**config.mk**
```make
export PLATFORM = sky130hd
export DESIGN_NAME = data_read_capture
export DESIGN_NICKNAME = d
export VERILOG_FILES = /design/src/rtl/data_read_capture_pkg.sv /design/src/rtl/data_read_capture_buf.sv /design/src/rtl/data_read_capture.sv
export SDC_FILE = /design/constraint.sdc
export NUM_CORES = 2
export LEC_CHECK = 0
export ABC_CLOCK_PERIOD_IN_PS = 3800
export CAP_MARGIN = 20
export CORE_ASPECT_RATIO = 0.7
export CORE_UTILIZATION = 37
export CTS_BUF_LIST = sky130_fd_sc_hd__clkbuf_4 sky130_fd_sc_hd__clkbuf_8 sky130_fd_sc_hd__clkbuf_16
export DETAILED_ROUTE_END_ITERATION = 10
export GPL_ROUTABILITY_DRIVEN = 0
export PLACE_DENSITY = 0.58
export SLEW_MARGIN = 40
export SYNTH_ARGS = -nofsm -noshare
export SYNTH_HDL_FRONTEND = slang
export SYNTH_SLANG_ARGS = --single-unit
```
**constraint.sdc**
```tcl
create_clock -name S_AXI_ACLK -period 3.8 [get_ports S_AXI_ACLK]
set_input_delay 0.57 -clock S_AXI_ACLK [delete_from_list [all_inputs] [get_ports S_AXI_ACLK]]
set_output_delay 0.57 -clock S_AXI_ACLK [all_outputs]
set_load 0.05 [all_outputs]
```
**src/rtl/data_read_capture_pkg.sv**
```systemverilog
// Shared definitions for the capture engine: FSM states, status-register bit
// positions and the read-side buffer window base.
package data_read_capture_pkg;

  typedef enum logic [1:0] {
    ST_IDLE    = 2'd0,
    ST_CAPTURE = 2'd1,
    ST_DONE    = 2'd2
  } cap_state_t;

  localparam int SR_BUSY_BIT    = 0;
  localparam int SR_DONE_BIT    = 1;
  localparam int SR_OVF_BIT     = 2;
  localparam int SR_TIMEOUT_BIT = 3;

  localparam logic [31:0] BUF_BASE_ADDR = 32'h0000_0100;

endpackage

```
**src/rtl/data_read_capture_buf.sv**
```systemverilog
// data_read_buf: simple dual-port RAM, synchronous write, registered read.
// A same-address read and write in one cycle returns the old word.
module data_read_buf #(
  parameter int DATA_W = 16,
  parameter int ADDR_W = 8
) (
  input  logic              i_clk,
  input  logic              i_rst_n,
  input  logic              i_we,
  input  logic [ADDR_W-1:0] i_waddr,
  input  logic [DATA_W-1:0] i_wdata,
  input  logic [ADDR_W-1:0] i_raddr,
  output logic [DATA_W-1:0] o_rdata
);

  logic [DATA_W-1:0] r_mem [2**ADDR_W];
  logic [DATA_W-1:0] r_rdata;

  always_ff @(posedge i_clk) begin
    if (i_we) r_mem[i_waddr] <= i_wdata;
  end

  always_ff @(posedge i_clk or negedge i_rst_n) begin
    if (!i_rst_n) r_rdata <= '0;
    else          r_rdata <= r_mem[i_raddr];
  end

  assign o_rdata = r_rdata;

endmodule

```
**src/rtl/data_read_capture.sv**
```systemverilog
// Capture engine: cr_start arms capture of cr_len samples from din/din_valid into
// data_read_buf. Optional idle timeout is enabled by defining DATA_READ_TIMEOUT_EN.
module data_read_capture
  import data_read_capture_pkg::*;
#(
  parameter int DATA_W    = 16,
  parameter int ADDR_W    = 8,
  parameter int TIMEOUT_W = 16
) (
  input  logic              S_AXI_ACLK,
  input  logic              S_AXI_ARESETN,
  input  logic              cr_start,
  input  logic [ADDR_W:0]   cr_len,
  input  logic [DATA_W-1:0] din,
  input  logic              din_valid,
  input  logic [ADDR_W-1:0] rd_addr,
  output logic [DATA_W-1:0] rd_data,
  output logic              sr_busy,
  output logic              sr_done,
  output logic              sr_ovf,
  output logic              sr_timeout,
  output logic [ADDR_W:0]   sr_count
);

  localparam logic [ADDR_W:0] DEPTH = {1'b1, {ADDR_W{1'b0}}};

  cap_state_t        r_state, w_state_nxt;
  logic [ADDR_W-1:0] r_wr_ptr, w_wr_ptr_nxt;
  logic [ADDR_W:0]   r_count, w_count_nxt;
  logic [ADDR_W:0]   r_len, w_len_nxt;
  logic              r_busy, w_busy_nxt;
  logic              r_done, w_done_nxt;
  logic              r_ovf, w_ovf_nxt;
  logic              w_we;
  logic [ADDR_W:0]   w_len_in;

  // Zero means a full buffer; oversize requests are clamped so no write wraps past len.
  assign w_len_in = (cr_len == '0 || cr_len > DEPTH) ? DEPTH : cr_len;

`ifdef DATA_READ_TIMEOUT_EN
  logic [TIMEOUT_W-1:0] r_idle, w_idle_nxt;
  logic                 r_timeout, w_timeout_nxt;
`endif

  always_comb begin
    w_state_nxt  = r_state;
    w_wr_ptr_nxt = r_wr_ptr;
    w_count_nxt  = r_count;
    w_len_nxt    = r_len;
    w_busy_nxt   = r_busy;
    w_done_nxt   = r_done;
    w_ovf_nxt    = r_ovf;
    w_we         = 1'b0;
`ifdef DATA_READ_TIMEOUT_EN
    w_idle_nxt    = r_idle;
    w_timeout_nxt = r_timeout;
`endif
    case (r_state)
      ST_CAPTURE: begin
        if (din_valid) begin
          w_we         = 1'b1;
          w_wr_ptr_nxt = r_wr_ptr + 1'b1;
          w_count_nxt  = r_count + 1'b1;
`ifdef DATA_READ_TIMEOUT_EN
          w_idle_nxt   = '0;
`endif
          if (r_count == r_len - 1'b1) begin
            w_state_nxt = ST_DONE;
            w_busy_nxt  = 1'b0;
            w_done_nxt  = 1'b1;
          end
        end
`ifdef DATA_READ_TIMEOUT_EN
        else begin
          w_idle_nxt = r_idle + 1'b1;
          if (&w_idle_nxt) begin
            w_state_nxt   = ST_DONE;
            w_busy_nxt    = 1'b0;
            w_done_nxt    = 1'b1;
            w_timeout_nxt = 1'b1;
          end
        end
`endif
      end
      default: begin
        // IDLE and DONE: a start wins over a coincident sample, which is dropped.
        if (cr_start) begin
          w_state_nxt  = ST_CAPTURE;
          w_wr_ptr_nxt = '0;
          w_count_nxt  = '0;
          w_len_nxt    = w_len_in;
          w_busy_nxt   = 1'b1;
          w_done_nxt   = 1'b0;
          w_ovf_nxt    = 1'b0;
`ifdef DATA_READ_TIMEOUT_EN
          w_idle_nxt    = '0;
          w_timeout_nxt = 1'b0;
`endif
        end else if (r_state == ST_DONE && din_valid) begin
          w_ovf_nxt = 1'b1;
        end
      end
    endcase
  end

  always_ff @(posedge S_AXI_ACLK or negedge S_AXI_ARESETN) begin
    if (!S_AXI_ARESETN) begin
      r_state  <= ST_IDLE;
      r_wr_ptr <= '0;
      r_count  <= '0;
      r_len    <= '0;
      r_busy   <= 1'b0;
      r_done   <= 1'b0;
      r_ovf    <= 1'b0;
`ifdef DATA_READ_TIMEOUT_EN
      r_idle    <= '0;
      r_timeout <= 1'b0;
`endif
    end else begin
      r_state  <= w_state_nxt;
      r_wr_ptr <= w_wr_ptr_nxt;
      r_count  <= w_count_nxt;
      r_len    <= w_len_nxt;
      r_busy   <= w_busy_nxt;
      r_done   <= w_done_nxt;
      r_ovf    <= w_ovf_nxt;
`ifdef DATA_READ_TIMEOUT_EN
      r_idle    <= w_idle_nxt;
      r_timeout <= w_timeout_nxt;
`endif
    end
  end

  data_read_buf #(
    .DATA_W(DATA_W),
    .ADDR_W(ADDR_W)
  ) u_buf (
    .i_clk   (S_AXI_ACLK),
    .i_rst_n (S_AXI_ARESETN),
    .i_we    (w_we),
    .i_waddr (r_wr_ptr),
    .i_wdata (din),
    .i_raddr (rd_addr),
    .o_rdata (rd_data)
  );

  assign sr_busy  = r_busy;
  assign sr_done  = r_done;
  assign sr_ovf   = r_ovf;
  assign sr_count = r_count;
`ifdef DATA_READ_TIMEOUT_EN
  assign sr_timeout = r_timeout;
`else
  assign sr_timeout = 1'b0;
`endif

endmodule

```
# After elaboration in Yosys (flattened, before gate mapping)
# Memory sizes are Yosys's and may differ from the RTL's. A register that Yosys moved wholly into a read port is not among the register bits.
# Cells that the tools add are included.
# totals
register_bits,31
out_inout_bits,29
mem_bits_rw,4096
input_bits,37
wordCells,53
mem_count,1
# mem_list
name,words,word_bits,rd,rd_ports_with_merged_regs,write_ports,line,text
u_buf.r_mem,256,16,1,1,1,data_read_capture_buf.sv:16,logic [DATA_W-1:0] r_mem [2**ADDR_W];
# classes
eq_ne,5
n_lt_le_gt_ge,1
n_reduce_logical,10
add_sub_neg,3
bitwise_logic,1
n_mux,25
# op_table
operator,count
2-to-1 mux 9 bit,4
2-to-1 mux 8 bit,3
2-to-1 mux 1 bit,14
"adder 9 x 1 -> 9 bit, second input constant",1
== test 9 bit,1
"> comparator 9 bit, second input constant",1
logical NOT 9 bit,1
"subtractor 9 x 1 -> 9 bit, second input constant",1
"adder 8 x 1 -> 8 bit, second input constant",1
2-to-1 mux 2 bit,4
AND reduction 2 bit,3
"inequality test 2 bit, second input constant",2
nonzero test 2 bit,2
AND reduction 3 bit,1
"== test 2 x 1 -> 1 bit, second input constant",1
"== test 2 bit, second input constant",1
logical AND 1 bit,1
logical NOT 1 bit,1
logical OR 1 bit,1
inverter 1 bit,1

# Depth between registers and ports, before layout
# logic_depth
ltp_word,5
depth_mapped,11
mapped_depth_nobuf,8

# By module
# A second synthesis with hierarchy kept.
# hier_totals
cells_unflattened,7528
hier_area_um2,160345.0
# modules_own_cells
module,instances,seq_area_each_um2,area_per_inst_um2,cells_each
data_read_buf,1,123398.3,158796.0,7360
data_read_capture,1,725.7,1549.0,168

# Worst setup path before layout
# Ideal clock, no wire load.
# synth_path
path_type,flip-flop to flip-flop
from,register r_state[0]
to,"memory u_buf.r_mem[235][0], enable pin"
n_path_buf,3
setup_ns,0.388
required_ns,3.412
synth_period_minus_slack_ns,3.065
t_arrival_ns,2.677
stages_incl_launch_ff,8
setup_slack_ns,0.735
cell_sequence,dfrtp_1 > nor2b_1 > and2_1 > clkbuf_1 > clkbuf_1 > nand3_1 > clkbuf_1 > nor2_1
# synth_between
elab_chain_cells,4
# synth_lines
element,line,text
"start, declared",data_read_capture.sv:27,"cap_state_t r_state, w_state_nxt;"
"start signal, assigned",data_read_capture.sv:120,r_state <= w_state_nxt;
== test 2 x 1 -> 1 bit,data_read_capture.sv:58,case (r_state)
2-to-1 mux 1 bit,data_read_capture.sv:58,
2-to-1 mux 1 bit,data_read_capture_buf.sv:20,if (i_we) r_mem[i_waddr] <= i_wdata;
2-to-1 mux 1 bit (implied by the code),data_read_capture_buf.sv:20,
"end, declared",data_read_capture_buf.sv:16,
# Every way passes these cells.

==> impl_metrics.csv <==
group,metric,value,unit
synthesis,avgSynthCellArea,21.4,µm²
sta,setup_viol,0,
routing,via_per_inst,5.79,
synthesis,yosysTopAreaCell,"edfxtp_1",
routing,dr.pass1.iters,5,
global_route,grt_max_degree,104,
synthesis,ys_ff_latch,4141,
critical_path,start_kind,"input port",
layout,fin_cells,14300,
job,maxCapViolCount,0,
routing,drt-wirelength-per-cell,32.3,µm
routing,final_antenna_net_count,0,
sta,timing.hold.ws,0.0300,ns
critical_path,reg2reg_slack,0.72,ns
critical_path,crit_buf_inv,5,
sta,fin_skew,0.112,ns
global_route,met3_usage,6.53,%
power_and_ir_drop,p_sw_share,22.6,%
floorplan,start_util,37.2,%
place,placed_cells,13600,
layout,final_core_util,43.4,%
synthesis,ys_seq_area_share,77.6,%
layout,syn_to_final_growth,16.7,%
sta,worstMarginPinSlew,1.00,ns
place,hpwl,294000,µm
global_route,grt_use_met2,29.6,%
floorplan,die_x,788,µm
global_route,grt.overflow.total,0,
power_and_ir_drop,powerDensity,529,nW/µm²
clock_network,cts_tree,"done",
synthesis,synth_area,160000,µm²
floorplan,dieArea,435000,µm²
critical_path,path_cells,"buf_16 -> buf_12 -> buf_12 -> buf_4 -> mux2i_1 -> o221ai_1 -> o22ai_1 -> nor4_1 -> buf_4 -> nand4_1 -> nor4_1",
sta,relSlewSlack,32.8,%
global_route,grt.total_usage,20.7,%
routing,route.vias.total,83000,
global_route,busiest_layer,"met1",
layout,final_common_cell,"edfxtp_1",
place,port_buffers,64,
power_and_ir_drop,pwr-share-seq,51.6,%
synthesis,synth_edf_count,4096,
floorplan,ios,66,
critical_path,cpLargestDelayFamily,"simple AND/OR/NAND/NOR gates",
routing,drt-initial-drc-count,11600,
critical_path,max_stage_delay,0.53,ns
synthesis,ys.flop_type,"edfxtp_1",
synthesis,synthTopCellsByArea,"edfxtp_1 (77%), mux4_2 (11%), mux2i_1 (3.1%)",
sta,hold_violations,0,
clock_network,clock-root-buffer,"clkbuf_16",
critical_path,path_class,"input port to register",
clock_network,cts_buffers,393,
power_and_ir_drop,clkPwrFrac,41.2,%
critical_path,critical_path_arrival,4.26,ns
synthesis,synthArstFlopShare,1.09,%
power_and_ir_drop,vdd_drop_max,437,µV
worst_hold_path,hold_path.class,"input port to register",
floorplan,num_rows,201,
power_and_ir_drop,p_total,98.7,mW
sta,post-route-min-period,3.44,ns
clock_network,clk_pin_slew,0.06,ns
synthesis,syn_nets,7515,
clock_network,htreeDepth,5,
power_and_ir_drop,leakagePower,59.7,nW
layout,final_cell_mix,"edfxtp_1 (4096), mux4_2 (808), buf_4 (731)",
critical_path,critPathCaptureType,"register",
sta,finalCritPeriodShare,90.6,%
floorplan,core-area,429000,µm²
clock_network,clock_sinks,4141,
clock_network,cts_buffer_depth,4,
synthesis,synth.distinct_cells,67,
global_route,use_met1,30.9,%
global_route,grt_pass1_vias,80600,
global_route,grt_pass1_wl,640000,µm
sta,slew_viol_final,0,
clock_network,insertion_delay,0.98,ns
power_and_ir_drop,internal_power,76.4,mW
power_and_ir_drop,p_switching,22.3,mW
sta,fmax,0.290,GHz
sta,rsz0062_at_grt,"false",
critical_path,crit_required,4.62,ns
routing,routed_wl,463000,µm
routing,drc,0,
synthesis,yosys_warnings,0,
sta,tns,0,ns
synthesis,syn-instance-count,7471,
status,status,"finished, final reports clean",
global_route,antenna_found_initial,26,
critical_path,path_max_fanout,29,
critical_path,slowest_stage,"nand4_1",
layout,nNetsFinal,8369,
synthesis,yosysTopAreaCellShare,76.9,%
power_and_ir_drop,p_comb_share,7.2,%
layout,drive_gt1_share,28.6,%
clock_network,cts-resized-gates,0,
floorplan,chipHeight,552,µm
[synth_stat cells (all sizes together), types with 10 or more instances]
cell type / count
o211ai: 12
mux2: 18
xor2: 13
buf: 226
and2: 30
o22ai: 116
or2: 25
nand4: 22
o21ai: 48
a221oi: 38
o32ai: 24
clkbuf: 235
nand3: 28
mux4: 808
inv: 10
o221ai: 207
edfxtp: 4096
a22oi: 152
nand2b: 30
nor2b: 11
o311a: 11
nor2: 283
nor4: 53
a22o: 25
nand2: 87
dfrtp: 45
a21oi: 189
mux2i: 489
nor3: 66
[kinds of logic (layout without fill, tap and decap cells)]
logic type      Yosys count  after routing  synth area share [%]
flops                  4141           4141                  77.6
mux                    1315           1315                  14.6
compound gates          851            851                  3.81
simple gates            664            664                  1.97
buf+inv                 472           1652                  1.85
xor+xnor                 20             20                 0.110
fa+ha+maj                 7              7                0.0548
other cells               1             10               0.00235
[flip-flops by register name, summed over array words and instances (netlist names)]
signal	flops
u_buf.r_mem	4096
u_buf.o_rdata	16
r_len	9
sr_count	9
r_wr_ptr	8
r_state	2
sr_ovf	1
[final cells by class]
cell class	count	area, µm²
fillers	36200	243000
flip-flops and latches	4141	124000
well taps	5684	7110
inverters	11	47.5
clock inverters	240	2710
clock buffers	481	10600
repair buffers	920	8760
diodes	9	22.5
multi-input cells	2858	33200
[through the flow]
| stage | area [µm²] | setup slack (ns) |
|---|---|---|
| 4_1_cts | 186000 | 0.497 |
| 2_1_floorplan | 160000 | 0.735 |
| 3_5_place_dp | 173000 | -0.494 |
| 3_3_place_gp | 173000 | -0.955 |
| 6_report | 187000 | 0.356 |
| 5_1_grt | 187000 | 0.534 |
[final timing paths]
| kind | from | endpoint | cells after the start |
|---|---|---|---|
| max in group asynchronous | S_AXI_ARESETN | r_wr_ptr[5] | 3 |
| setup / recovery | rd_addr[0] | u_buf.o_rdata[5] | 11 |
| min in group asynchronous | S_AXI_ARESETN | r_len[5] | 2 |
| hold reg to reg | r_len[8] | r_len[8] | 2 |
| setup reg to reg | u_buf.r_mem[247][5] | u_buf.o_rdata[5] | 7 |
| hold / removal | din[10] | u_buf.r_mem[236][10] | 1 |
[routing by layer]
metal | routed length (µm) | part of all wire (%)
met1 | 198000 | 43
met2 | 198000 | 43
met3 | 56000 | 12
met4 | 11500 | 2.5
met5 | 53 | 0.011
[what timing repair did]
action                                 4_1_cts  5_1_grt
hold buffers                                 2        2
buffers inserted                             0        0
endpoints found under the hold margin       32       21
[power groups by stage]
stage	combinational (mW)	clock, mW	sequential, mW
finish	7.11	40.7	50.9
global route	7.37	42.8	50.9
CTS	7.02	41.2	50.9
detailed placement	7.00	0	51.9
global placement	6.88	0	51.9
floorplan	3.17	0	51.9
Power figures use the tool's default switching activity.
